===== src/rtl/music_keys_pkg.sv =====
// Shared definitions for the music-key input path: key count, per-key
// debounce states, the released-level constant and a press-count helper.
package music_keys_pkg;

  localparam int NUM_KEYS = 6;

  // Idle level of an active-low key line. MusicKeysController also uses it.
  localparam logic KEY_RELEASED = 1'b1;

  typedef enum logic [2:0] {
    RELEASED     = 3'd0,
    PRESS_PEND   = 3'd1,
    PRESSED      = 3'd2,
    RELEASE_PEND = 3'd3,
    STUCK        = 3'd4
  } key_state_t;

  // Number of keys committing a press in the same cycle.
  function automatic logic [7:0] countPresses(input logic [NUM_KEYS-1:0] pulses);
    logic [7:0] total;
    total = '0;
    for (int i = 0; i < NUM_KEYS; i++) begin
      total = total + 8'(pulses[i]);
    end
    return total;
  endfunction

endpackage


===== src/rtl/key_debounce_channel.sv =====
// One key: 2-FF synchroniser, debounce/stuck FSM, debounce and hold
// counters, and the registered press/release pulses. The FSM only ever
// looks at the second synchroniser stage.
module key_debounce_channel
  import music_keys_pkg::*;
#(
  parameter int DEBOUNCE_MS = 20,    // 1..31, limited by the 5-bit counter
  parameter int STUCK_MS    = 10000  // 0 disables stuck detection, max 16383
) (
  input  logic       CLK_1Khz,
  input  logic       reset_n,
  input  logic       rawKey,
  output logic       debouncedKey,
  output logic       pressPulse,
  output logic       releasePulse,
  output key_state_t keyState
);

  localparam logic [4:0]  DEB_TARGET   = 5'(DEBOUNCE_MS);
  localparam logic [14:0] STUCK_TARGET = 15'(STUCK_MS);
  localparam bit          STUCK_EN     = (STUCK_MS != 0);

  logic [1:0]  syncFf;
  logic        syncKey;
  key_state_t  state, stateNext;
  logic [4:0]  cnt, cntNext, cntInc;
  logic [13:0] hold, holdNext, holdSat;
  logic        debNext, pressNext, releaseNext;
  logic        debounceDone, holdReached;

  assign syncKey  = syncFf[1];
  assign keyState = state;

  // Two-stage synchroniser for the asynchronous pin, idling at released.
  always_ff @(posedge CLK_1Khz) begin
    if (!reset_n) begin
      syncFf <= {2{KEY_RELEASED}};
    end else begin
      syncFf <= {syncFf[0], rawKey};
    end
  end

  // Counter arithmetic shared by all states. cnt is zero whenever a new
  // debounce window starts, so cntInc == DEB_TARGET also covers the
  // DEBOUNCE_MS = 1 immediate-commit case.
  assign cntInc       = cnt + 5'd1;
  assign debounceDone = (cntInc == DEB_TARGET);
  assign holdSat      = (hold == 14'h3FFF) ? hold : hold + 14'd1;
  assign holdReached  = STUCK_EN && (({1'b0, hold} + 15'd1) >= STUCK_TARGET);

  // State, counters, debounced level and pulse registers.
  always_ff @(posedge CLK_1Khz) begin
    if (!reset_n) begin
      state        <= RELEASED;
      cnt          <= '0;
      hold         <= '0;
      debouncedKey <= KEY_RELEASED;
      pressPulse   <= 1'b0;
      releasePulse <= 1'b0;
    end else begin
      state        <= stateNext;
      cnt          <= cntNext;
      hold         <= holdNext;
      debouncedKey <= debNext;
      pressPulse   <= pressNext;
      releasePulse <= releaseNext;
    end
  end

  // Next-state logic; pulses default low so each lasts a single cycle.
  always_comb begin
    stateNext   = state;
    cntNext     = cnt;
    holdNext    = hold;
    debNext     = debouncedKey;
    pressNext   = 1'b0;
    releaseNext = 1'b0;
    case (state)
      RELEASED: begin
        cntNext  = '0;
        holdNext = '0;
        if (!syncKey) begin
          if (debounceDone) begin
            stateNext = PRESSED;
            debNext   = ~KEY_RELEASED;
            pressNext = 1'b1;
          end else begin
            stateNext = PRESS_PEND;
            cntNext   = cntInc;
          end
        end
      end
      PRESS_PEND: begin
        if (syncKey) begin
          stateNext = RELEASED;
          cntNext   = '0;
        end else if (debounceDone) begin
          stateNext = PRESSED;
          cntNext   = '0;
          holdNext  = '0;
          debNext   = ~KEY_RELEASED;
          pressNext = 1'b1;
        end else begin
          cntNext = cntInc;
        end
      end
      PRESSED: begin
        holdNext = holdSat;
        if (syncKey) begin
          if (debounceDone) begin
            stateNext   = RELEASED;
            cntNext     = '0;
            holdNext    = '0;
            debNext     = KEY_RELEASED;
            releaseNext = 1'b1;
          end else begin
            stateNext = RELEASE_PEND;
            cntNext   = cntInc;
          end
        end else if (holdReached) begin
          // Jammed key: drop the note now, wait for a clean release later.
          stateNext   = STUCK;
          cntNext     = '0;
          debNext     = KEY_RELEASED;
          releaseNext = 1'b1;
        end
      end
      RELEASE_PEND: begin
        holdNext = holdSat;
        if (!syncKey) begin
          stateNext = PRESSED;
          cntNext   = '0;
        end else if (debounceDone) begin
          stateNext   = RELEASED;
          cntNext     = '0;
          holdNext    = '0;
          debNext     = KEY_RELEASED;
          releaseNext = 1'b1;
        end else begin
          cntNext = cntInc;
        end
      end
      STUCK: begin
        debNext = KEY_RELEASED;
        if (!syncKey) begin
          cntNext = '0;
        end else if (debounceDone) begin
          stateNext = RELEASED;
          cntNext   = '0;
          holdNext  = '0;
        end else begin
          cntNext = cntInc;
        end
      end
      default: begin
        stateNext = RELEASED;
        cntNext   = '0;
        holdNext  = '0;
        debNext   = KEY_RELEASED;
      end
    endcase
  end

endmodule


===== src/rtl/music_key_debouncer.sv =====
// Conditioning stage for the six active-low music keys: one debounce
// channel per key, a running press counter and the debug word.
module music_key_debouncer
  import music_keys_pkg::*;
#(
  parameter int DEBOUNCE_MS = 20,
  parameter int STUCK_MS    = 10000
) (
  input  logic                CLK_1Khz,
  input  logic                reset_n,
  input  logic [NUM_KEYS-1:0] raw_MusicKey,
  output logic [NUM_KEYS-1:0] debounced_MusicKey,
  output logic [NUM_KEYS-1:0] keyPressPulse,
  output logic [NUM_KEYS-1:0] keyReleasePulse,
  output logic [NUM_KEYS-1:0] keyStuck,
  output logic [31:0]         debugString
);

  key_state_t chanState [NUM_KEYS];
  logic [7:0] pressCount;

  for (genvar i = 0; i < NUM_KEYS; i++) begin : g_key
    key_debounce_channel #(
      .DEBOUNCE_MS(DEBOUNCE_MS),
      .STUCK_MS   (STUCK_MS)
    ) u_channel (
      .CLK_1Khz    (CLK_1Khz),
      .reset_n     (reset_n),
      .rawKey      (raw_MusicKey[i]),
      .debouncedKey(debounced_MusicKey[i]),
      .pressPulse  (keyPressPulse[i]),
      .releasePulse(keyReleasePulse[i]),
      .keyState    (chanState[i])
    );
  end

  // Stuck flag comes straight from each channel's registered state.
  always_comb begin
    keyStuck = '0;
    for (int i = 0; i < NUM_KEYS; i++) begin
      keyStuck[i] = (chanState[i] == STUCK);
    end
  end

  // Running count of committed presses, wrapping modulo 256.
  always_ff @(posedge CLK_1Khz) begin
    if (!reset_n) begin
      pressCount <= '0;
    end else begin
      pressCount <= pressCount + countPresses(keyPressPulse);
    end
  end

  assign debugString = {8'h00, pressCount, 2'b00, keyStuck, 2'b00, debounced_MusicKey};

endmodule


===== config.mk =====
export PLATFORM = sky130hd
export DESIGN_NAME = music_key_debouncer
export DESIGN_NICKNAME = d
export VERILOG_FILES = /design/src/rtl/music_keys_pkg.sv /design/src/rtl/key_debounce_channel.sv /design/src/rtl/music_key_debouncer.sv
export SDC_FILE = /design/constraint.sdc
export NUM_CORES = 1
export LEC_CHECK = 0
export CORE_MARGIN = 1.5
export CORE_UTILIZATION = 25
export CTS_BUF_LIST = sky130_fd_sc_hd__clkbuf_4
export DETAILED_ROUTE_END_ITERATION = 12
export PLACE_DENSITY_LB_ADDON = 0.15
export REMOVE_ABC_BUFFERS = 1
export SLEW_MARGIN = 20
export SYNTH_ARGS = -nofsm -noshare
export SYNTH_HDL_FRONTEND = slang
export SYNTH_HIERARCHICAL = 1
export SYNTH_SLANG_ARGS = --single-unit
export TNS_END_PERCENT = 1

===== constraint.sdc =====
create_clock -name CLK_1Khz -period 3 [get_ports CLK_1Khz]
set_clock_uncertainty 0.15 [all_clocks]
set_input_delay 0.6 -clock CLK_1Khz [delete_from_list [all_inputs] [get_ports CLK_1Khz]]
set_output_delay 0.6 -clock CLK_1Khz [all_outputs]
set_load 0.01 [all_outputs]

==> summary.md <==
| Metric | Value |
|---|---|
| Status | `complete, no violations` |
| Worst Path Arrival | `3.25 ns` |
| Filler cells | `4,338` |
| Syn Area/Cell | `8.11 um2` |
| Seq cells post-synth | `170` |
| Largest net degree at the start of global routing | `19` |
| Data required time of the worst path | `3.39 ns` |
| Final Hold Viols | `0` |
| Row count | `73` |
| Cell taking the most area after synthesis | `dfxtp_1` |
| WL final | `25,000 um` |
| Sequential element share of the synthesized area | `33.3%` |
| Final Max Slew Viols | `0` |
| Grt met1 use | `16.5%` |
| Area of the multi-input gates | `6270 um2` |
| DR iter-0 viols | `394` |
| Num CTS Buffers | `17` |
| Critical path startpoint category | `register` |
| Worst Setup End Kind | `register` |
| Core Area | `40,000 um2` |
| Via Count | `9,009` |
| Number of global-route vias before repair | `8,335` |
| Register area | `3410 um2` |
| Max-capacitance violation count | `0` |
| Fmax | `349 MHz` |
| Sink Count | `170` |
| Post-Place Setup Slack | `0.173 ns` |
| Routed len/inst | `13.6 um` |
| Clock-pin slew on the worst setup and hold paths | `0.14 ns` |
| Min Tclk post-route | `2.86 ns` |
| Yosys top cell area share | `33.3%` |
| Sum of negative setup slack | `0 ns` |
| Synth area leaders | `dfxtp_1 33%, xor2_1 5.7%, nor2_1 5.3%, a21oi_1 4.1%, nand3_1 3.5%` |
| Clock latency on the worst-skew pair | `0.60 ns` |
| Leak | `4.03 nW` |
| Netlist cell types | `72` |
| GRT met2 Usage | `19.1%` |
| Worst-margin pin slew | `0.695 ns` |
| Hold_buf cts | `0` |
| Die area | `42,100 um2` |
| Post-Synthesis Cells | `1,259` |
| Top_reg_cell synth | `dfxtp_1` |
| Drt via density | `4.93` |
| Final setup fails | `0` |
| CTS tree | `built` |
| Port buffer count | `51` |
| Chip Height | `205 um` |
| Fin crit share | `95.5%` |
| Die Span X | `205 um` |
| First-pass GRT wire length | `42,100 um` |
| GPL Wtd Cong | `0.772` |
| Post-synthesis async set-or-reset flop share | `0%` |
| Synthesized area | `10,200 um2` |
| Initial antenna violation count | `1` |
| Layout Nets | `1,317` |
| Cell Pwr Density | `369 nW/um2` |
| CTS Buffer Depth | `2` |
| Overall routing resource usage | `12.2%` |
| Crit-path max FO | `4` |
| GRT overflow | `0` |
| Most common cell after layout, fill and taps aside | `dfxtp_1` |
| Grt met3 use | `3.36%` |
| Crit Path Category | `register to register` |
| DRC errors left | `0` |
| ANT nets after route | `0` |
| Slew margin rel. | `53.5%` |
| First-pass iteration count of the detailed router | `5` |
| Yosys warnings | `6` |
| Share of layout cells above drive strength 1 | `9.13%` |
| Area Growth Syn to Fin | `12.8%` |
| GR peak layer | `met2` |
| Type of the worst min-delay path | `register to register` |
| Peak supply drop | `0.184 mV` |
| Ports | `64` |
| Setup repair after global routing missed its margin | `yes` |
| H-tree levels | `4` |
| Clk root buf | `clkbuf_4` |
| Final setup margin | `0.136 ns` |
| EDFF count, synth | `0` |
| Initial Utilization | `25.5%` |
| Most frequent cells in the layout | `166 x dfxtp_1, 143 x nor2_1, 84 x a21oi_1` |
| DP HPWL | `17,600 um` |
## cell families (layout without fill, tap and decap cells)
group           after synthesis  after routing  synth area share [%]
compound gates              286            286                  18.8
xor+xnor                     79             79                  6.78
fa+ha+maj                    19             19                  2.62
buf+inv                     119            152                  5.73
flops                       170            170                  33.3
mux                          19             19                  1.99
other cells                   1             13                0.0367
simple gates                566            566                  30.7
## stage by stage
| step | cell area, um2 | std cells | hold WS [ns] | util [%] | total power (W) |
|---|---|---|---|---|---|
| 2_1_floorplan | 9800 | 1187 | 0.236 | - | 0.00277 |
| 3_3_place_gp | 11200 | 1796 | 0.239 | 28.1 | 0.00294 |
| 3_5_place_dp | 11200 | 1796 | 0.243 | 28.1 | 0.00294 |
| 4_1_cts | 11500 | 1828 | 0.213 | 28.7 | 0.00438 |
| 5_1_grt | 11500 | 1829 | 0.225 | 28.8 | 0.00454 |
| 6_report | 11500 | 1829 | 0.270 | 28.8 | 0.00425 |
## repair_timing
| action | 4_1_cts | 5_1_grt |
|---|---|---|
| setup buffers | 0 | 0 |
| gates resized for setup | 2 | 4 |
| setup endpoints to repair | 4 | 6 |
## path summary, 6_finish.rpt
check,start,endpoint,slack (ns),depth (start not counted)
worst max-delay path,g_key[0].u_channel/pressPulse$_SDFF_PP0_,pressCount[6]$_SDFF_PN0_,0.14,9
worst max register to register,g_key[0].u_channel/pressPulse$_SDFF_PP0_,pressCount[6]$_SDFF_PN0_,0.14,9
worst min register to register,g_key[2].u_channel/syncFf[0]$_SDFF_PN1_,g_key[2].u_channel/syncFf[1]$_SDFF_PN1_,0.27,1
worst min-delay path,g_key[2].u_channel/syncFf[0]$_SDFF_PN1_,g_key[2].u_channel/syncFf[1]$_SDFF_PN1_,0.27,1
## routing by layer
layer | share of wire [%] | wire length, um
met5 | 0 | 0
met4 | 0.98 | 244
met3 | 4.1 | 1010
met2 | 45 | 11200
met1 | 50 | 12500
## cells in the mapped netlist (35+ instances only)
cell      number
nor2_1       143
inv_1         36
nor3_1        35
nand3_1       72
dfxtp_1      170
nand2b_1      37
a21oi_1       84
nand2_1       82
xor2_1        66
o21ai_0       46
clkbuf_1      45
nand4_1       47
## power breakdown
| group | switching (W) | internal (W) |
|---|---|---|
| clock network | 0.000848 | 0.000518 |
| registers | 0.000103 | 0.00231 |
| logic | 0.000295 | 0.000180 |
## flip-flops by register name, indices dropped and copies added (netlist names)
register                      flops
g_key.u_channel/hold             84
g_key.u_channel/cnt              30
g_key.u_channel/keyState         18
g_key.u_channel/syncFf           12
pressCount                        8
g_key.u_channel/debouncedKey      6
g_key.u_channel/pressPulse        6
g_key.u_channel/releasePulse      6
## final cells by class
class | instances | share of cell area [%]
Clock inverter | 12 | 1.08
Inverter | 36 | 1.17
Clock buffer | 20 | 1.30
Sequential cell | 170 | 29.6
Tap cell | 525 | 5.71
Multi-Input combinational cell | 981 | 54.5
Antenna cell | 1 | 0.0217
Timing Repair Buffer | 84 | 6.65
## worst max-delay path: stages, from the launching register on
cell	delay, ns
dfxtp_2	0.36
fa_1	0.54
inv_1	0.05
fa_1	0.45
fa_1	0.40
inv_1	0.09
fa_2	0.22
a21oi_2	0.08
or3_1	0.35
a21oi_1	0.14
No activity file was read; power rests on OpenSTA's default activity.
